==> src/rtl/change_dispenser.sv <==
// Coin payout stage: turns a vend strobe plus change amount into timed dime/nickel
// solenoid pulses, tracking tube inventory and flagging shortfall, low change and lost strobes.
module change_dispenser #(
   parameter int PULSE_CYCLES = 4,
   parameter int GAP_CYCLES   = 2,
   parameter int INV_W        = 6,
   parameter int NICKEL_INIT  = 20,
   parameter int DIME_INIT    = 10
) (
   input  logic       clk,
   input  logic       reset,
   input  logic       soda_in,
   input  logic [3:0] change_in,
   input  logic       restock,
   output logic       busy,
   output logic       dime_sol,
   output logic       nickel_sol,
   output logic       dispense_done,
   output logic [3:0] shortfall,
   output logic       low_change,
   output logic       overrun
);

   localparam int MAXC = (PULSE_CYCLES > GAP_CYCLES) ? PULSE_CYCLES : GAP_CYCLES;
   localparam int CW   = $clog2(MAXC + 1);

   typedef enum logic [2:0] {S_IDLE, S_SELECT, S_PULSE, S_GAP, S_DONE} state_t;

   state_t             state, state_nx;
   logic [3:0]         remaining;
   logic [INV_W-1:0]   nickel_cnt, dime_cnt;
   logic               sel_dime;
   logic [CW-1:0]      cyc;
   logic               pick_dime, pick_nickel, pulse_end, gap_end;

   always_comb begin
      pick_dime   = (remaining >= 4'd2) && (dime_cnt != '0);
      pick_nickel = !pick_dime && (remaining != 4'd0) && (nickel_cnt != '0);
      pulse_end   = (cyc == CW'(PULSE_CYCLES - 1));
      gap_end     = (cyc == CW'(GAP_CYCLES - 1));
   end

   always_ff @(posedge clk) begin
      if (!reset) state <= S_IDLE;
      else        state <= state_nx;
   end

   always_comb begin
      state_nx = state;
      case (state)
         S_IDLE:   if (soda_in) state_nx = S_SELECT;
         S_SELECT: state_nx = (pick_dime || pick_nickel) ? S_PULSE : S_DONE;
         S_PULSE:  if (pulse_end) state_nx = S_GAP;
         S_GAP:    if (gap_end) state_nx = S_SELECT;
         S_DONE:   state_nx = S_IDLE;
         default:  state_nx = S_IDLE;
      endcase
   end

   always_ff @(posedge clk) begin
      if (!reset) begin
         remaining  <= '0;
         nickel_cnt <= INV_W'(NICKEL_INIT);
         dime_cnt   <= INV_W'(DIME_INIT);
         sel_dime   <= 1'b0;
         cyc        <= '0;
         overrun    <= 1'b0;
      end else begin
         // a strobe outside IDLE is dropped, including in the DONE cycle
         if (soda_in && state != S_IDLE) overrun <= 1'b1;
         case (state)
            S_IDLE: begin
               if (soda_in) begin
                  remaining <= change_in;
               end else if (restock) begin
                  nickel_cnt <= INV_W'(NICKEL_INIT);
                  dime_cnt   <= INV_W'(DIME_INIT);
               end
            end
            S_SELECT: begin
               cyc <= '0;
               if (pick_dime) begin
                  remaining <= remaining - 4'd2;
                  dime_cnt  <= dime_cnt - INV_W'(1);
                  sel_dime  <= 1'b1;
               end else if (pick_nickel) begin
                  remaining  <= remaining - 4'd1;
                  nickel_cnt <= nickel_cnt - INV_W'(1);
                  sel_dime   <= 1'b0;
               end
            end
            S_PULSE: cyc <= pulse_end ? '0 : cyc + CW'(1);
            S_GAP:   cyc <= gap_end ? '0 : cyc + CW'(1);
            S_DONE:  remaining <= '0;
            default: ;
         endcase
      end
   end

   always_comb begin
      busy          = (state != S_IDLE);
      dime_sol      = (state == S_PULSE) && sel_dime;
      nickel_sol    = (state == S_PULSE) && !sel_dime;
      dispense_done = (state == S_DONE);
      shortfall     = (state == S_DONE) ? remaining : 4'd0;
      low_change    = (nickel_cnt == '0);
   end

endmodule

==> config.mk <==
export PLATFORM = sky130hd
export DESIGN_NAME = change_dispenser
export DESIGN_NICKNAME = d
export VERILOG_FILES = /design/src/rtl/change_dispenser.sv
export SDC_FILE = /design/constraint.sdc
export NUM_CORES = 1
export LEC_CHECK = 0
export CORE_MARGIN = 8
export CORE_UTILIZATION = 60
export DETAILED_ROUTE_END_ITERATION = 12
export MAX_ROUTING_LAYER = met4
export PLACE_DENSITY = 0.89
export REMOVE_ABC_BUFFERS = 1
export SYNTH_ARGS = -nofsm -noshare
export SYNTH_HDL_FRONTEND = slang
export SYNTH_SLANG_ARGS = --single-unit
==> constraint.sdc <==
create_clock -name clk -period 3.6 [get_ports clk]
set_clock_uncertainty 0.05 [all_clocks]
set_input_delay 0.72 -clock clk [delete_from_list [all_inputs] [get_ports clk]]
set_output_delay 0.72 -clock clk [all_outputs]
set_load 0.1 [all_outputs]
==> results of run 1 <==
==> critical path: cells and delay by family, from the launching register on <==
kind	cells	cell delay (ps)
and+or+nand+nor	2	700
DFF	1	350
adders and majority gates	1	180
buffers and inverters	2	390
==> kinds of logic (layout without fill, tap and decap cells) <==
kind of cell               after synthesis  after routing  share of synthesized area [%]
adders and majority gates               12             12                           9.59
AOI/OAI and AO/OA                       58             58                           26.4
buffers and inverters                   22             37                           5.28
and+or+nand+nor                         69             69                           24.1
muxes                                    1              1                          0.640
DFF                                     24             24                           30.7
xor gates and xnor gates                 6              6                           3.36
==> power by group through the flow <==
| stage | clock, W | sequential [W] | combinational (W) |
|---|---|---|---|
| finish | 0.000123 | 0.000385 | 0.000722 |
| global route | 0.000136 | 0.000395 | 0.000784 |
| CTS | 0.000124 | 0.000384 | 0.000715 |
| detailed placement | 0 | 0.000391 | 0.000708 |
| global placement | 0 | 0.000386 | 0.000682 |
| floorplan | 0 | 0.000391 | 0.000537 |
==> cell usage in the layout, fill, tap and decap left out, types with 4 or more instances in the layout <==
cell type,instances
sky130_fd_sc_hd__and3_1,4
sky130_fd_sc_hd__ha_1,12
sky130_fd_sc_hd__a21oi_1,12
sky130_fd_sc_hd__nor2_1,17
sky130_fd_sc_hd__dfxtp_1,24
sky130_fd_sc_hd__o21ai_0,16
sky130_fd_sc_hd__buf_4,10
sky130_fd_sc_hd__nand2_1,17
sky130_fd_sc_hd__clkdlybuf4s50_1,8
sky130_fd_sc_hd__nor3_1,6
sky130_fd_sc_hd__o211ai_1,6
sky130_fd_sc_hd__inv_1,15
==> per-stage QoR <==
step | instances | hold slack [ps] | total power [W] | worst slack, ps | utilization, %
after floorplan | 186 | 407 | 0.000928 | -241 | -
after global placement | 234 | 403 | 0.00107 | 1140 | 70.1
after detailed placement | 234 | 442 | 0.00110 | 1070 | 70.1
after CTS | 237 | 470 | 0.00122 | 878 | 71.0
after global routing | 237 | 489 | 0.00131 | 790 | 71.0
final | 237 | 463 | 0.00123 | 879 | 71.0
==> final timing paths <==
path	from	end	cells after the start
worst max-delay path	nickel_cnt[0]$_SDFFE_PN0P_	low_change	5
worst min-delay path	overrun$_SDFFE_PN0P_	overrun$_SDFFE_PN0P_	2
worst max register to register	dime_cnt[0]$_SDFFE_PN0P_	nickel_cnt[5]$_SDFFE_PN0P_	7
worst min register to register	overrun$_SDFFE_PN0P_	overrun$_SDFFE_PN0P_	2
==> flip-flops by register name, summed over array words and instances (netlist names) <==
| register | count |
|---|---|
| overrun | 1 |
| state | 3 |
| sel_dime | 1 |
| nickel_cnt | 6 |
| cyc | 3 |
| remaining | 4 |
| dime_cnt | 6 |
==> Yosys cell counts, types with 2 or more instances <==
cell type / n / share of area (%)
sky130_fd_sc_hd__dfxtp_1: 24 / 31
sky130_fd_sc_hd__nand2_1: 17 / 4.1
sky130_fd_sc_hd__nor2_1: 17 / 4.1
sky130_fd_sc_hd__o21ai_0: 16 / 5.1
sky130_fd_sc_hd__inv_1: 15 / 3.6
sky130_fd_sc_hd__a21oi_1: 12 / 3.8
sky130_fd_sc_hd__ha_1: 12 / 9.6
sky130_fd_sc_hd__clkbuf_1: 6 / 1.4
sky130_fd_sc_hd__nor3_1: 6 / 1.9
sky130_fd_sc_hd__o211ai_1: 6 / 2.9
sky130_fd_sc_hd__and3_1: 4 / 1.6
sky130_fd_sc_hd__a31oi_1: 3 / 1.2
sky130_fd_sc_hd__a32oi_1: 3 / 1.7
sky130_fd_sc_hd__and2_1: 3 / 1.2
sky130_fd_sc_hd__nand3_1: 3 / 0.96
sky130_fd_sc_hd__o31ai_1: 3 / 1.4
sky130_fd_sc_hd__or3_1: 3 / 1.2
sky130_fd_sc_hd__or4_1: 3 / 1.4
sky130_fd_sc_hd__xnor2_1: 3 / 1.7
sky130_fd_sc_hd__xor2_1: 3 / 1.7
sky130_fd_sc_hd__a211o_1: 2 / 1.1
sky130_fd_sc_hd__a211oi_1: 2 / 0.96
sky130_fd_sc_hd__nand2b_1: 2 / 0.80
sky130_fd_sc_hd__nor2b_1: 2 / 0.80
sky130_fd_sc_hd__nor4_1: 2 / 0.80
sky130_fd_sc_hd__o21a_1: 2 / 0.96
sky130_fd_sc_hd__or3b_2: 2 / 1.1
==> metal layers <==
layer  vias to the layer above  track usage (%)  routed length, um
li1                        720                -                  -
met1                       684             21.4               1660
met2                        76             30.9               1820
met3                         7             3.86                299
met4                         0             5.48                 53
met5                         -                -                  0
==> area by class of cell <==
cell class | instances | area, um2 | area share, %
Tap cell | 30 | 37.5 | 2.14
Inverter | 16 | 60.1 | 3.42
Multi-Input combinational cell | 146 | 1000 | 57.0
Clock buffer | 3 | 22.5 | 1.28
Sequential cell | 24 | 480 | 27.3
Timing Repair Buffer | 18 | 155 | 8.83
==> reports/metrics.json, run 1 <==
{
  "status": {"value": "complete, no violations"},
  "p_sw": {"value": 0.000625, "unit": "W"},
  "row_count": {"value": 18},
  "grt_start_max_net_pins": {"value": 18},
  "grt_setup_unrepaired": {"value": "no"},
  "start_util": {"value": 63.2, "unit": "%"},
  "max-clock-path-buffers": {"value": 2},
  "synthesis.yosys.warnings": {"value": 0},
  "vias_per_cell": {"value": 6.27},
  "hpwl": {"value": 2810, "unit": "um"},
  "power_density": {"value": 700, "unit": "mW/mm2"},
  "die_span_in_y": {"value": 67.1, "unit": "um"},
  "syn-cell-area": {"value": 0.00157, "unit": "mm2"},
  "drt_iter0_markers": {"value": 127},
  "holdBufCountCts": {"value": 0},
  "place.gp.congestion": {"value": 0.910},
  "worst_setup_path_start_kind": {"value": "register"},
  "vdd.ir_drop.worst": {"value": 591, "unit": "uV"},
  "clkPwrFrac": {"value": 10.0, "unit": "%"},
  "synthFlopType": {"value": "sky130_fd_sc_hd__dfxtp_1"},
  "port_buffers": {"value": 17},
  "grtUsageTotal": {"value": 18.4, "unit": "%"},
  "ys_ff_latch": {"value": 24},
  "num_io_pins": {"value": 18},
  "synth_enable_flop_cells": {"value": 0},
  "ant_diodes": {"value": 0},
  "worst_setup_hold_path_clk_slew": {"value": 140, "unit": "ps"},
  "final_antenna_net_count": {"value": 0},
  "grt_first_pass_wirelength": {"value": 6500, "unit": "um"},
  "finalCriticalPeriod": {"value": 2720, "unit": "ps"},
  "critical_path.max_stage_delay": {"value": 520, "unit": "ps"},
  "timing.critical_path.required": {"value": 2830, "unit": "ps"},
  "swShare": {"value": 50.8, "unit": "%"},
  "grt_overflow_total": {"value": 0},
  "chipWidth": {"value": 67.1, "unit": "um"},
  "number_of_remaining_drc_errors": {"value": 0},
  "slew_headroom": {"value": 35.6, "unit": "%"},
  "tritoncts_clock_tree": {"value": "built"},
  "share_seq_of_total_power": {"value": 31.3, "unit": "%"},
  "final_design_area_no_fill": {"value": 0.00176, "unit": "mm2"},
  "timing.final.setup_violations": {"value": 0},
  "clk-insertion-delay-late": {"value": 320, "unit": "ps"},
  "post_cts_resize_count": {"value": 0},
  "clk_root_buffer_cell": {"value": "sky130_fd_sc_hd__clkbuf_4"},
  "finalWirelength": {"value": 3830, "unit": "um"},
  "static-leakage-power": {"value": 0.672, "unit": "nW"},
  "synth_sequential_area_ratio": {"value": 30.7, "unit": "%"},
  "numClockSinks": {"value": 24},
  "share_comb_of_total_power": {"value": 58.7, "unit": "%"},
  "worstPathCellList": {"value": "inv_1 -> ha_1 -> or3b_2 -> nor3_1 -> buf_4"},
  "max_slew.worst_pin.slew": {"value": 964, "unit": "ps"},
  "fmaxAchievable": {"value": 368, "unit": "MHz"},
  "path_class": {"value": "register to output pin"},
  "critical_path_peak_fanout": {"value": 4},
  "synth.avg_cell_area": {"value": 8.15, "unit": "um2"},
  "worstSetupEndpointType": {"value": "output pin"},
  "holdCritPathClass": {"value": "register to register"},
  "antenna_found_initial": {"value": 0},
  "fin_setup_tns": {"value": 0, "unit": "ps"},
  "proportion_of_register_bits_with_asynchronous_set_or_reset_after_synthesis": {"value": 0, "unit": "%"},
  "worst_ep_arrival_time": {"value": 1950, "unit": "ps"},
  "syn-instance-count": {"value": 192},
  "internal_power": {"value": 0.000605, "unit": "W"},
  "yosys.cell_types.count": {"value": 43},
  "drive_gt1_share": {"value": 11.1, "unit": "%"},
  "first_global_vias": {"value": 1450},
  "core_area": {"value": 0.00248, "unit": "mm2"},
  "reg2reg_setup_slack": {"value": 1230, "unit": "ps"},
  "final-hold-violation-count": {"value": 0},
  "final.fill_count": {"value": 201},
  "numCtsBuffers": {"value": 3},
  "die_area": {"value": 0.00450, "unit": "mm2"},
  "dr_total_vias": {"value": 1487},
  "drt_first_pass_iters": {"value": 4},
  "post_drt_wl_per_cell": {"value": 16.1, "unit": "um"},
  "finalMaxSlewViolations": {"value": 0},
  "cpMaxStageDelayCell": {"value": "sky130_fd_sc_hd__or3b_2"},
  "finalNetCount": {"value": 229},
  "syn2layout_area_growth": {"value": 12.3, "unit": "%"},
  "htree_num_levels": {"value": 1},
  "period_share": {"value": 75.6, "unit": "%"},
  "dpl_cell_area": {"value": 0.00174, "unit": "mm2"},
  "max_cap_violations": {"value": 0},
  "postCtsSetupBuffers": {"value": 0}
}
No activity file was read; power rests on OpenSTA's default activity.
==> inputs of run 2 (changes only) <==
--- a/config.mk
+++ b/config.mk
@@ -6,10 +6,10 @@
 export NUM_CORES = 1
 export LEC_CHECK = 0
 export CORE_MARGIN = 8
-export CORE_UTILIZATION = 60
+export CORE_UTILIZATION = 55
 export DETAILED_ROUTE_END_ITERATION = 12
 export MAX_ROUTING_LAYER = met4
-export PLACE_DENSITY = 0.89
+export PLACE_DENSITY = 0.82
 export REMOVE_ABC_BUFFERS = 1
 export SYNTH_ARGS = -nofsm -noshare
 export SYNTH_HDL_FRONTEND = slang
==> constraint.sdc (replaced) <==
create_clock -name clk -period 2.8 [get_ports clk]
set_clock_uncertainty 0.05 [all_clocks]
set_input_delay 0.56 -clock clk [delete_from_list [all_inputs] [get_ports clk]]
set_output_delay 0.56 -clock clk [all_outputs]
set_load 0.1 [all_outputs]
==> run 2 against run 1 <==
  * Global-route usage decreased by 2.6 points
  * Clock power increased by 100%
  * Worst hold slack got worse by 21 ps
  * Flip-flop and latch count unchanged
  * Largest power group unchanged
  * Critical path depth unchanged
==> reports/metrics.json, run 2 (same netlist as run 1, synthesis figures left out) <==
{
  "tritoncts_clock_tree": {"value": "built"},
  "numCtsBuffers": {"value": 3, "change": "unchanged"},
  "start_util": {"value": 57.3, "unit": "%", "change": "-5.9 points"},
  "mostFrequentLayoutCells": {"value": "sky130_fd_sc_hd__dfxtp_1, sky130_fd_sc_hd__nor2_1, sky130_fd_sc_hd__nand2_1, sky130_fd_sc_hd__o21ai_0, sky130_fd_sc_hd__inv_1"},
  "static-leakage-power": {"value": 0.709, "unit": "nW", "change": "+5.5%"},
  "final_antenna_net_count": {"value": 0, "change": "unchanged"},
  "post-route-worst-setup-slack": {"value": 147, "unit": "ps", "change": "-732 ps"},
  "worst_setup_path_start_kind": {"value": "register"},
  "pre_cts_slack": {"value": 436, "unit": "ps", "change": "-639 ps"},
  "chipWidth": {"value": 69.3, "unit": "um", "change": "+3.4%"},
  "row_count": {"value": 19, "change": "+1"},
  "number_of_remaining_drc_errors": {"value": 0, "change": "unchanged"},
  "grt_setup_unrepaired": {"value": "no"},
  "worst_hold_margin": {"value": 442, "unit": "ps", "change": "-20.7 ps"},
  "finalMaxSlewViolations": {"value": 0, "change": "unchanged"},
  "first_global_vias": {"value": 1520, "change": "+4.8%"},
  "period_share": {"value": 94.8, "unit": "%"},
  "largest_registers": {"value": "dime_cnt x6, nickel_cnt x6, remaining x4"},
  "dp.cells": {"value": 236, "change": "+0.85%"},
  "final-hold-violation-count": {"value": 0, "change": "unchanged"},
  "die_span_in_y": {"value": 69.3, "unit": "um", "change": "+3.4%"},
  "post_drt_wl_per_cell": {"value": 15.3, "unit": "um", "change": "-5.0%"},
  "core_area": {"value": 0.00273, "unit": "mm2", "change": "+10%"},
  "vdd.ir_drop.worst": {"value": 667, "unit": "uV", "change": "+13%"},
  "drt_first_pass_iters": {"value": 4, "change": "unchanged"},
  "grt_overflow_total": {"value": 0, "change": "unchanged"},
  "hpwl": {"value": 2790, "unit": "um", "change": "-0.59%"},
  "port_buffers": {"value": 17, "change": "unchanged"},
  "timing.final.setup_violations": {"value": 0, "change": "unchanged"},
  "ant_diodes": {"value": 0, "change": "unchanged"},
  "worst_setup_hold_path_clk_slew": {"value": 140, "unit": "ps", "change": "about the same"},
  "holdCritPathClass": {"value": "register to register"},
  "dr_total_vias": {"value": 1476, "change": "-0.74%"},
  "cpMaxStageDelayCell": {"value": "sky130_fd_sc_hd__or3b_2"},
  "antenna_found_initial": {"value": 0, "change": "unchanged"},
  "drive_gt1_share": {"value": 12.4, "unit": "%", "change": "+1.3 points"},
  "post_cts_resize_count": {"value": 0, "change": "unchanged"},
  "status": {"value": "complete, no violations"},
  "holdBufCountCts": {"value": 0, "change": "unchanged"},
  "worstSetupEndpointType": {"value": "output pin"},
  "slew_headroom": {"value": 54.9, "unit": "%", "change": "+19 points"},
  "finalCriticalPeriod": {"value": 2650, "unit": "ps"},
  "clk_root_buffer_cell": {"value": "sky130_fd_sc_hd__clkbuf_4"},
  "worstPathCellList": {"value": "inv_1 -> ha_1 -> or3b_2 -> nor3_1 -> buf_12"},
  "commonest_non_fill_non_tap_cell_in_the_layout": {"value": "sky130_fd_sc_hd__dfxtp_1"},
  "fin_setup_tns": {"value": 0, "unit": "ps", "change": "unchanged"},
  "place.gp.congestion": {"value": 0.909, "change": "-0.12%"},
  "critical_path.max_stage_delay": {"value": 520, "unit": "ps", "change": "about the same"},
  "num_io_pins": {"value": 18, "change": "unchanged"},
  "worst_ep_arrival_time": {"value": 2040, "unit": "ps", "change": "+90 ps"},
  "vias_per_cell": {"value": 6.15, "change": "-2.0%"},
  "timing.critical_path.required": {"value": 2190, "unit": "ps", "change": "-640 ps"},
  "postCtsSetupBuffers": {"value": 0, "change": "unchanged"},
  "finalWirelength": {"value": 3680, "unit": "um", "change": "-3.8%"},
  "numClockSinks": {"value": 24, "change": "unchanged"},
  "clk-insertion-delay-late": {"value": 320, "unit": "ps", "change": "about the same"},
  "path_class": {"value": "register to output pin"},
  "max_cap_violations": {"value": 0, "change": "unchanged"},
  "grtUsageTotal": {"value": 15.8, "unit": "%", "change": "-2.6 points"},
  "max_slew.worst_pin.slew": {"value": 674, "unit": "ps", "change": "-290 ps"},
  "syn2layout_area_growth": {"value": 19.4, "unit": "%"},
  "finalNetCount": {"value": 230, "change": "+0.44%"},
  "die_area": {"value": 0.00481, "unit": "mm2", "change": "+6.9%"},
  "critical_path_peak_fanout": {"value": 4, "change": "unchanged"},
  "drt_iter0_markers": {"value": 79, "change": "-38%"},
  "final_cell_count_no_fill": {"value": 240, "change": "+1.3%"},
  "fmaxAchievable": {"value": 377, "unit": "MHz"},
  "grt_first_pass_wirelength": {"value": 6530, "unit": "um", "change": "+0.43%"},
  "max-clock-path-buffers": {"value": 2, "change": "unchanged"},
  "htree_num_levels": {"value": 1, "change": "unchanged"},
  "grt_start_max_net_pins": {"value": 18, "change": "unchanged"},
  "power_density": {"value": 889, "unit": "mW/mm2", "change": "+27%"}
}
-- run 2: cell count changes in the layout (fill, tap and decap cells not counted), sizes merged --
cell	previous run	this run
clkdlybuf4s50	8	7
buf	10	12
bufinv	0	1
-- run 2: metrics by stage --
stage	power, W	instance area (um2)	utilization [%]
after global placement	0.00138	1820	66.5
final	0.00166	1870	68.4
after floorplan	0.00119	1540	-
after global routing	0.00180	1870	68.4
after detailed placement	0.00141	1820	66.5
after CTS	0.00166	1870	68.4
-- run 2: report_power, final --
| part | total [W] | internal, W | leakage [nW] | switching [W] |
|---|---|---|---|---|
| logic | 0.000914 | 0.000321 | 0.485 | 0.000594 |
| clock network | 0.000251 | 0.000145 | 0.0279 | 0.000107 |
| registers | 0.000496 | 0.000409 | 0.196 | 0.0000876 |
-- run 2: area by class of cell --
cell class	instances	area [um2]
Timing Repair Buffer	19	235
Clock buffer	3	22.5
Clock inverter	1	30.0
Fill cell	221	865
Inverter	16	60.1
Multi-Input combinational cell	146	1000
Sequential cell	24	480
Tap cell	31	38.8
-- run 2: critical path, delay by kind of cell, from the launching register on --
kind / cells / cell delay (ps)
and+or+nand+nor: 2 / 880
DFF: 1 / 340
buffers and inverters: 2 / 300
adders and majority gates: 1 / 190
-- run 2: worst paths after layout --
check / end / cells after the start / slack [ps] / startpoint
max reg2reg: nickel_cnt[5]$_SDFFE_PN0P_ / 7 / 420 / dime_cnt[0]$_SDFFE_PN0P_
min: overrun$_SDFFE_PN0P_ / 2 / 440 / overrun$_SDFFE_PN0P_
max: low_change / 5 / 150 / nickel_cnt[0]$_SDFFE_PN0P_
min reg2reg: overrun$_SDFFE_PN0P_ / 2 / 440 / overrun$_SDFFE_PN0P_
-- run 2: routing by layer --
layer  vias up  global-route usage [%]  part of all wire, %  wire length, um
li1        725                       -                    -                -
met1       699                    17.1                   42             1560
met2        46                    26.2                   51             1890
met3         6                    3.29                  4.8              178
met4         0                    8.88                  1.5               55
met5         -                       -                    0                0
==> inputs of run 3 (changes only) <==
--- a/config.mk
+++ b/config.mk
@@ -8,6 +8,7 @@
 export CORE_MARGIN = 8
 export CORE_UTILIZATION = 55
 export DETAILED_ROUTE_END_ITERATION = 12
+export GPL_TIMING_DRIVEN = 1
 export MAX_ROUTING_LAYER = met4
 export PLACE_DENSITY = 0.82
 export REMOVE_ABC_BUFFERS = 1
==> results of run 3 <==
Same layout as run 2: the final DEF is identical, and so are final timing and power.
